$ cat src/rtl/mdu_iter.sv
// mdu_iter: iterative multiply/divide unit with architectural HI/LO registers.
// Runs MULT/MULTU/DIV/DIVU over WIDTH/BPC cycles and asks CTRL to hold the
// pipeline while it works. MTHI/MTLO are written in a single cycle.
// Ports:
//   clk, rst         clock, synchronous active-high reset
//   start, op        EX presents an MDU op (0 MULT, 1 MULTU, 2 DIV, 3 DIVU,
//                    4 MTHI, 5 MTLO, 6-7 no-op)
//   src_a, src_b     rs / rt operand values
//   cancel           pipeline flush, aborts any op in flight
//   stallreq         combinational hold request for IF..EX
//   busy             unit is not idle
//   done             one-cycle pulse when a MULT/DIV result lands in HI/LO
//   hi_o, lo_o       architectural HI and LO
module mdu_iter #(
  parameter int unsigned WIDTH = 32,
  parameter int unsigned BPC   = 1
) (
  input  logic             clk,
  input  logic             rst,
  input  logic             start,
  input  logic [2:0]       op,
  input  logic [WIDTH-1:0] src_a,
  input  logic [WIDTH-1:0] src_b,
  input  logic             cancel,
  output logic             stallreq,
  output logic             busy,
  output logic             done,
  output logic [WIDTH-1:0] hi_o,
  output logic [WIDTH-1:0] lo_o
);

  localparam int unsigned N  = WIDTH / BPC;
  localparam int unsigned CW = $clog2(N + 1);
  localparam int unsigned PW = WIDTH + BPC;

  typedef enum logic [1:0] {IDLE, CALC, DONE} state_t;

  state_t             state;
  logic [CW-1:0]      cnt;
  logic               is_div;
  logic               neg_lo;     // negate product / quotient at commit
  logic               neg_hi;     // negate remainder at commit
  logic [2*WIDTH-1:0] acc;        // mult: {partial sum, multiplier}; div: dividend/quotient in low half
  logic [WIDTH-1:0]   rem;        // running remainder
  logic [WIDTH-1:0]   opnd;       // multiplicand or divisor magnitude

  // Operand magnitudes for the accept cycle
  logic             is_signed;
  logic             a_neg;
  logic             b_neg;
  logic [WIDTH-1:0] a_abs;
  logic [WIDTH-1:0] b_abs;

  always_comb begin
    is_signed = (op == 3'd0) || (op == 3'd2);
    a_neg     = is_signed & src_a[WIDTH-1];
    b_neg     = is_signed & src_b[WIDTH-1];
    a_abs     = a_neg ? -src_a : src_a;
    b_abs     = b_neg ? -src_b : src_b;
  end

  // One iteration of both datapaths plus the sign-corrected final result
  logic [PW-1:0]      partial;
  logic [PW-1:0]      upper;
  logic [2*WIDTH-1:0] acc_mul;
  logic [2*WIDTH-1:0] prod_fin;
  logic [WIDTH-1:0]   q_nx;
  logic [WIDTH-1:0]   r_nx;
  logic [WIDTH:0]     trial;
  logic [WIDTH-1:0]   hi_fin;
  logic [WIDTH-1:0]   lo_fin;

  always_comb begin
    partial = PW'(opnd) * PW'(acc[BPC-1:0]);
    upper   = PW'(acc[2*WIDTH-1:WIDTH]) + partial;
    acc_mul = (2*WIDTH)'({upper, acc[WIDTH-1:0]} >> BPC);

    q_nx  = acc[WIDTH-1:0];
    r_nx  = rem;
    trial = '0;
    for (int i = 0; i < int'(BPC); i++) begin
      trial = {r_nx, q_nx[WIDTH-1]};
      q_nx  = q_nx << 1;
      if (trial >= {1'b0, opnd}) begin
        trial   = trial - {1'b0, opnd};
        q_nx[0] = 1'b1;
      end
      r_nx = trial[WIDTH-1:0];
    end

    prod_fin = neg_lo ? -acc_mul : acc_mul;
    if (is_div) begin
      lo_fin = neg_lo ? -q_nx : q_nx;
      hi_fin = neg_hi ? -r_nx : r_nx;
    end else begin
      hi_fin = prod_fin[2*WIDTH-1:WIDTH];
      lo_fin = prod_fin[WIDTH-1:0];
    end
  end

  // Control FSM, operand latch, iteration and HI/LO commit
  always_ff @(posedge clk) begin
    if (rst) begin
      state  <= IDLE;
      cnt    <= '0;
      is_div <= 1'b0;
      neg_lo <= 1'b0;
      neg_hi <= 1'b0;
      acc    <= '0;
      rem    <= '0;
      opnd   <= '0;
      hi_o   <= '0;
      lo_o   <= '0;
    end else if (cancel) begin
      state <= IDLE;
      cnt   <= '0;
    end else begin
      case (state)
        IDLE: begin
          if (start) begin
            if (!op[2]) begin
              state  <= CALC;
              cnt    <= CW'(N);
              is_div <= op[1];
              rem    <= '0;
              if (op[1]) begin
                opnd <= b_abs;
                // Zero divisor: raw dividend passes through as the remainder
                if (src_b == '0) begin
                  acc    <= {{WIDTH{1'b0}}, src_a};
                  neg_lo <= 1'b0;
                  neg_hi <= 1'b0;
                end else begin
                  acc    <= {{WIDTH{1'b0}}, a_abs};
                  neg_lo <= a_neg ^ b_neg;
                  neg_hi <= a_neg;
                end
              end else begin
                opnd   <= a_abs;
                acc    <= {{WIDTH{1'b0}}, b_abs};
                neg_lo <= a_neg ^ b_neg;
                neg_hi <= 1'b0;
              end
            end else if (op == 3'd4) begin
              hi_o <= src_a;
            end else if (op == 3'd5) begin
              lo_o <= src_a;
            end
          end
        end
        CALC: begin
          cnt <= cnt - CW'(1);
          if (is_div) begin
            acc <= {{WIDTH{1'b0}}, q_nx};
            rem <= r_nx;
          end else begin
            acc <= acc_mul;
          end
          if (cnt == CW'(1)) begin
            hi_o  <= hi_fin;
            lo_o  <= lo_fin;
            state <= DONE;
          end
        end
        DONE: begin
          state <= IDLE;
        end
        default: begin
          state <= IDLE;
        end
      endcase
    end
  end

  assign busy     = (state != IDLE);
  assign done     = (state == DONE);
  assign stallreq = !cancel && (((state == IDLE) && start && !op[2]) || (state == CALC));

endmodule

$ cat config.mk
export PLATFORM = sky130hd
export DESIGN_NAME = mdu_iter
export DESIGN_NICKNAME = d
export VERILOG_FILES = /design/src/rtl/mdu_iter.sv
export SDC_FILE = /design/constraint.sdc
export NUM_CORES = 1
export LEC_CHECK = 0
export ABC_AREA = 1
export CAP_MARGIN = 20
export CORE_UTILIZATION = 55
export CTS_CLUSTER_DIAMETER = 120
export CTS_CLUSTER_SIZE = 16
export DETAILED_ROUTE_END_ITERATION = 10
export PLACE_DENSITY = 0.72
export RECOVER_POWER = 50
export SLEW_MARGIN = 40
export SYNTH_ARGS = -nofsm -noshare
export SYNTH_HDL_FRONTEND = slang
export SYNTH_SLANG_ARGS = --single-unit
$ cat constraint.sdc
create_clock -name clk -period 3.5 [get_ports clk]
set_input_delay 0.525 -clock clk [delete_from_list [all_inputs] [get_ports clk]]
set_output_delay 0.525 -clock clk [all_outputs]
set_load 0.01 [all_outputs]
==> results.json <==
{
  "p_leak_nw": 12.1,
  "yosys_warnings": 0,
  "multi_input_area_sq_um": 14300,
  "grt_first_pass_wirelength_microns": 130000,
  "post-route-util_pct": 71.9,
  "hold_start": "rst",
  "finalCritPeriodShare_pct": 101,
  "crit_path_start_kind": "flop",
  "netlist_area_sq_um": 19400,
  "ys_seq_area_share_pct": 20.9,
  "cp-end-kind": "flop",
  "drv_cap": 1,
  "via_count": 25630,
  "fin_ws_ns": -0.0320,
  "cts_tree": "done",
  "r2r_end": "hi_o[15]",
  "rrSetupSlack_ns": -0.03,
  "clk_pin_slew_ns": 0.08,
  "maxSlewHeadroom_pct": -11.5,
  "async_reset_ff_share_pct": 0,
  "cp.arrival_ns": 3.98,
  "path_max_fanout": 16,
  "maxSlewViolCount": 32,
  "instances_no_fill": 4106,
  "vdd_drop_max_mv": 0.365,
  "synth_area_per_cell_sq_um": 5.85,
  "drt_iter0_drc": 3949,
  "clk_latency_ns": 0.54,
  "muxShareOfSynthArea_pct": 0,
  "required_ns": 3.95,
  "criticalPathCategory": "flop to flop",
  "io_pins": 138,
  "r2r_cells": 24,
  "start_util_pct": 56.1,
  "core_sq_um": 34600,
  "num_rows": 68,
  "holdPathEnd": "is_div",
  "synthAdderAreaFrac_pct": 4.78,
  "yosys.area.top_type": "dfxtp_1",
  "synthFlopType": "dfxtp_1",
  "hold_path_class": "input pin to flop",
  "placed_cells": 4055,
  "detail-route-antenna-nets": 0,
  "grt_usage_pct": 46.7,
  "ys_types": 65,
  "synth_cells": 3323,
  "htree_levels": 1,
  "grt_max_degree": 79,
  "hpwl_microns": 67000,
  "cts_root_buffer": "clkbuf_16",
  "hold_depth": 2,
  "grt_pass1_vias": 23125,
  "register_area_sq_um": 4110,
  "gr-total-overflow": 0,
  "clock.fmax_mhz": 283,
  "ys_ff_latch": 203,
  "syn-num-nets": 3467,
  "n_fill_cell": 2910,
  "die_w_microns": 190,
  "antenna_found_initial": 2,
  "synthSimpleGateAreaFrac_pct": 36.2,
  "synth-compound-area-share_pct": 21.3,
  "fin_crit_ns": 3.53,
  "hold_violations": 0,
  "synth_xor_area_share_pct": 4.96,
  "synth_top_area_share_pct": 20.9,
  "area_growth_pct": 28.0,
  "portBuffers": 137,
  "wl_per_cell_microns": 21.7,
  "viasPerCell": 6.24,
  "synth_top_family_by_area": "simple AND/OR/NAND/NOR gates",
  "clock_path_buffers": 3,
  "drc": 0,
  "failed_checks": "max-capacitance violations, max-slew violations, negative setup slack",
  "rsz0062_at_grt": "yes",
  "worst_pin_slew_ns": 1.67,
  "gp_congestion": 1.10,
  "p_per_area_nw_per_um2": 343,
  "drt_wl_total_microns": 89100,
  "cts_buffers": 16,
  "total_power_mw": 8.54,
  "synthTopCellsByArea": "dfxtp_1 21%, nand2_1 17%, inv_1 8.2%, nor2_1 7.0%, a21oi_1 6.0%",
  "drive_gt1_share_pct": 19.0,
  "dr.pass1.iters": 7,
  "skew_ns": 0.0381,
  "die_height_microns": 190,
  "die-area_sq_um": 36100,
  "setup_viol": 2,
  "synth_edf_count": 0,
  "nNetsFinal": 3793,
  "rr_startpoint": "opnd[5]",
  "status": "complete, but fails checks",
  "cts_num_sinks": 203
}
-- Yosys cell counts (4+ instances only) --
master     count
nand3b_1      13
nor2_4         4
nand4_1       36
dfxtp_1      203
or2_2          8
a22oi_1       12
buf_2         10
nor3_1        52
a21o_1         5
ha_1          71
o211ai_1      24
clkbuf_1     102
o22ai_1       10
a31oi_1       43
nand3_1      207
o221ai_1      33
o2111ai_1      7
inv_2          8
xor2_1        81
inv_1        426
o21a_1         7
o21bai_1       8
nand2_2       30
a21oi_1      233
nand2_1      897
o21ai_0      224
buf_6          7
a21oi_2        8
nor2_2        22
a311oi_1       4
xnor2_1       29
o21ai_1        9
a221oi_1      38
o31ai_1        5
nor4_1        10
buf_1         18
o32ai_1        4
nand3_2        5
a211oi_1       4
buf_4          4
nor2_1       362
-- metrics by stage --
step / setup TNS, ns / hold slack [ns] / cell area, sq um / setup WS [ns]
floorplan: 0 / 0.450 / 19400 / 0.350
CTS: 0 / 0.245 / 23500 / 0.00251
detailed placement: -2.32 / 0.460 / 22900 / -0.207
finish: -0.0396 / 0.267 / 24900 / -0.0320
global route: -1.99 / 0.262 / 24900 / -0.179
global placement: -1.75 / 0.455 / 22900 / -0.189
-- report_power, final --
| group | switching (mW) | internal [mW] | leakage [nW] |
|---|---|---|---|
| Clock | 0.953 | 0.849 | 0.215 |
| Combinational | 2.62 | 1.66 | 10.3 |
| Sequential | 0.0805 | 2.38 | 1.66 |
| Total | 3.66 | 4.89 | 12.1 |
-- routing by layer --
| layer | wire [microns] | vias up | share of wire [%] | GRT usage [%] |
|---|---|---|---|---|
| met2 | 37200 | 1957 | 42 | 70.6 |
| li1 | - | 11592 | - | - |
| met5 | 0 | - | 0 | 0 |
| met1 | 32700 | 11601 | 37 | 59.1 |
| met3 | 11200 | 480 | 13 | 8.37 |
| met4 | 8030 | 0 | 9.0 | 35.0 |
-- cell families after synthesis --
kind of cell               count (synthesis)
adders and majority gates                 73
buffers and inverters                    580
and+or+nand+nor                         1662
DFF                                      203
xor gates and xnor gates                 110
AOI/OAI and AO/OA                        695
-- cells in the final DEF, fill, tap and decap left out, types with 26 or more instances in the layout --
cell type / instances
nor2_1: 314
dfxtp_1: 175
clkdlybuf4s50_1: 70
nand2_2: 78
nand2_1: 845
dlygate4sd3_1: 66
a31oi_1: 43
a21oi_1: 209
ha_1: 34
o21ai_0: 218
a21oi_2: 26
xor2_1: 79
buf_4: 302
nand4_1: 36
nor2_2: 56
nor3_1: 47
ha_4: 31
a221oi_1: 38
inv_2: 30
inv_1: 401
o221ai_1: 33
nand3_1: 185
-- critical path, stage by stage, from the launching register on --
cell      delay (ns)
dfxtp_1         0.36
inv_2           0.08
ha_4            0.30
nand2_2         0.10
nor2_4          0.19
nand3_1         0.11
nor3_2          0.11
nand2_1         0.08
nand2_2         0.09
nor2_4          0.05
buf_6           0.13
buf_12          0.15
buf_4           0.14
nand3_1         0.12
nand2_2         0.12
nor2_4          0.15
nand2_2         0.10
nor2_2          0.18
buf_4           0.13
nand2_1         0.06
nand2_1         0.10
nand2_1         0.07
nand3_1         0.16
o211ai_1        0.19
a21oi_1         0.17
-- registers in the layout, summed over array words and instances (netlist names) --
register / count
hi_o: 32
opnd: 32
lo_o: 32
is_div: 1
neg_hi: 1
acc: 64
rem: 32
state: 2
cnt: 6
neg_lo: 1
-- cell type report --
class                      instances  share of cell area, %
inverter                         437                   6.63
antenna                            1                 0.0101
clock inverter                     2                 0.0855
clock buffer                      17                   1.66
tap                              455                   2.29
timing repair buffer             450                   15.5
multi-input combinational       2541                   57.4
sequential                       203                   16.5
-- worst max path at each step --
stage	startpoint	end	slack (ns)	depth (start not counted)
floorplan	acc[0]	hi_o[22]	0.35	22
global placement	opnd[6]	hi_o[24]	-0.19	25
detailed placement	opnd[6]	hi_o[24]	-0.21	25
CTS	acc[0]	hi_o[31]	0.003	22
global route	acc[31]	hi_o[21]	-0.18	25
finish	opnd[5]	hi_o[15]	-0.03	24
-- what timing repair did --
item | CTS | global route
gates resized for setup | 27 | 293
endpoints found under the setup margin | 30 | 41
cloned | 0 | 3
pin swaps | 6 | 65
setup buffers | 7 | 22
hold buffers | 0 | 0
(Power assumes the default switching activity.)
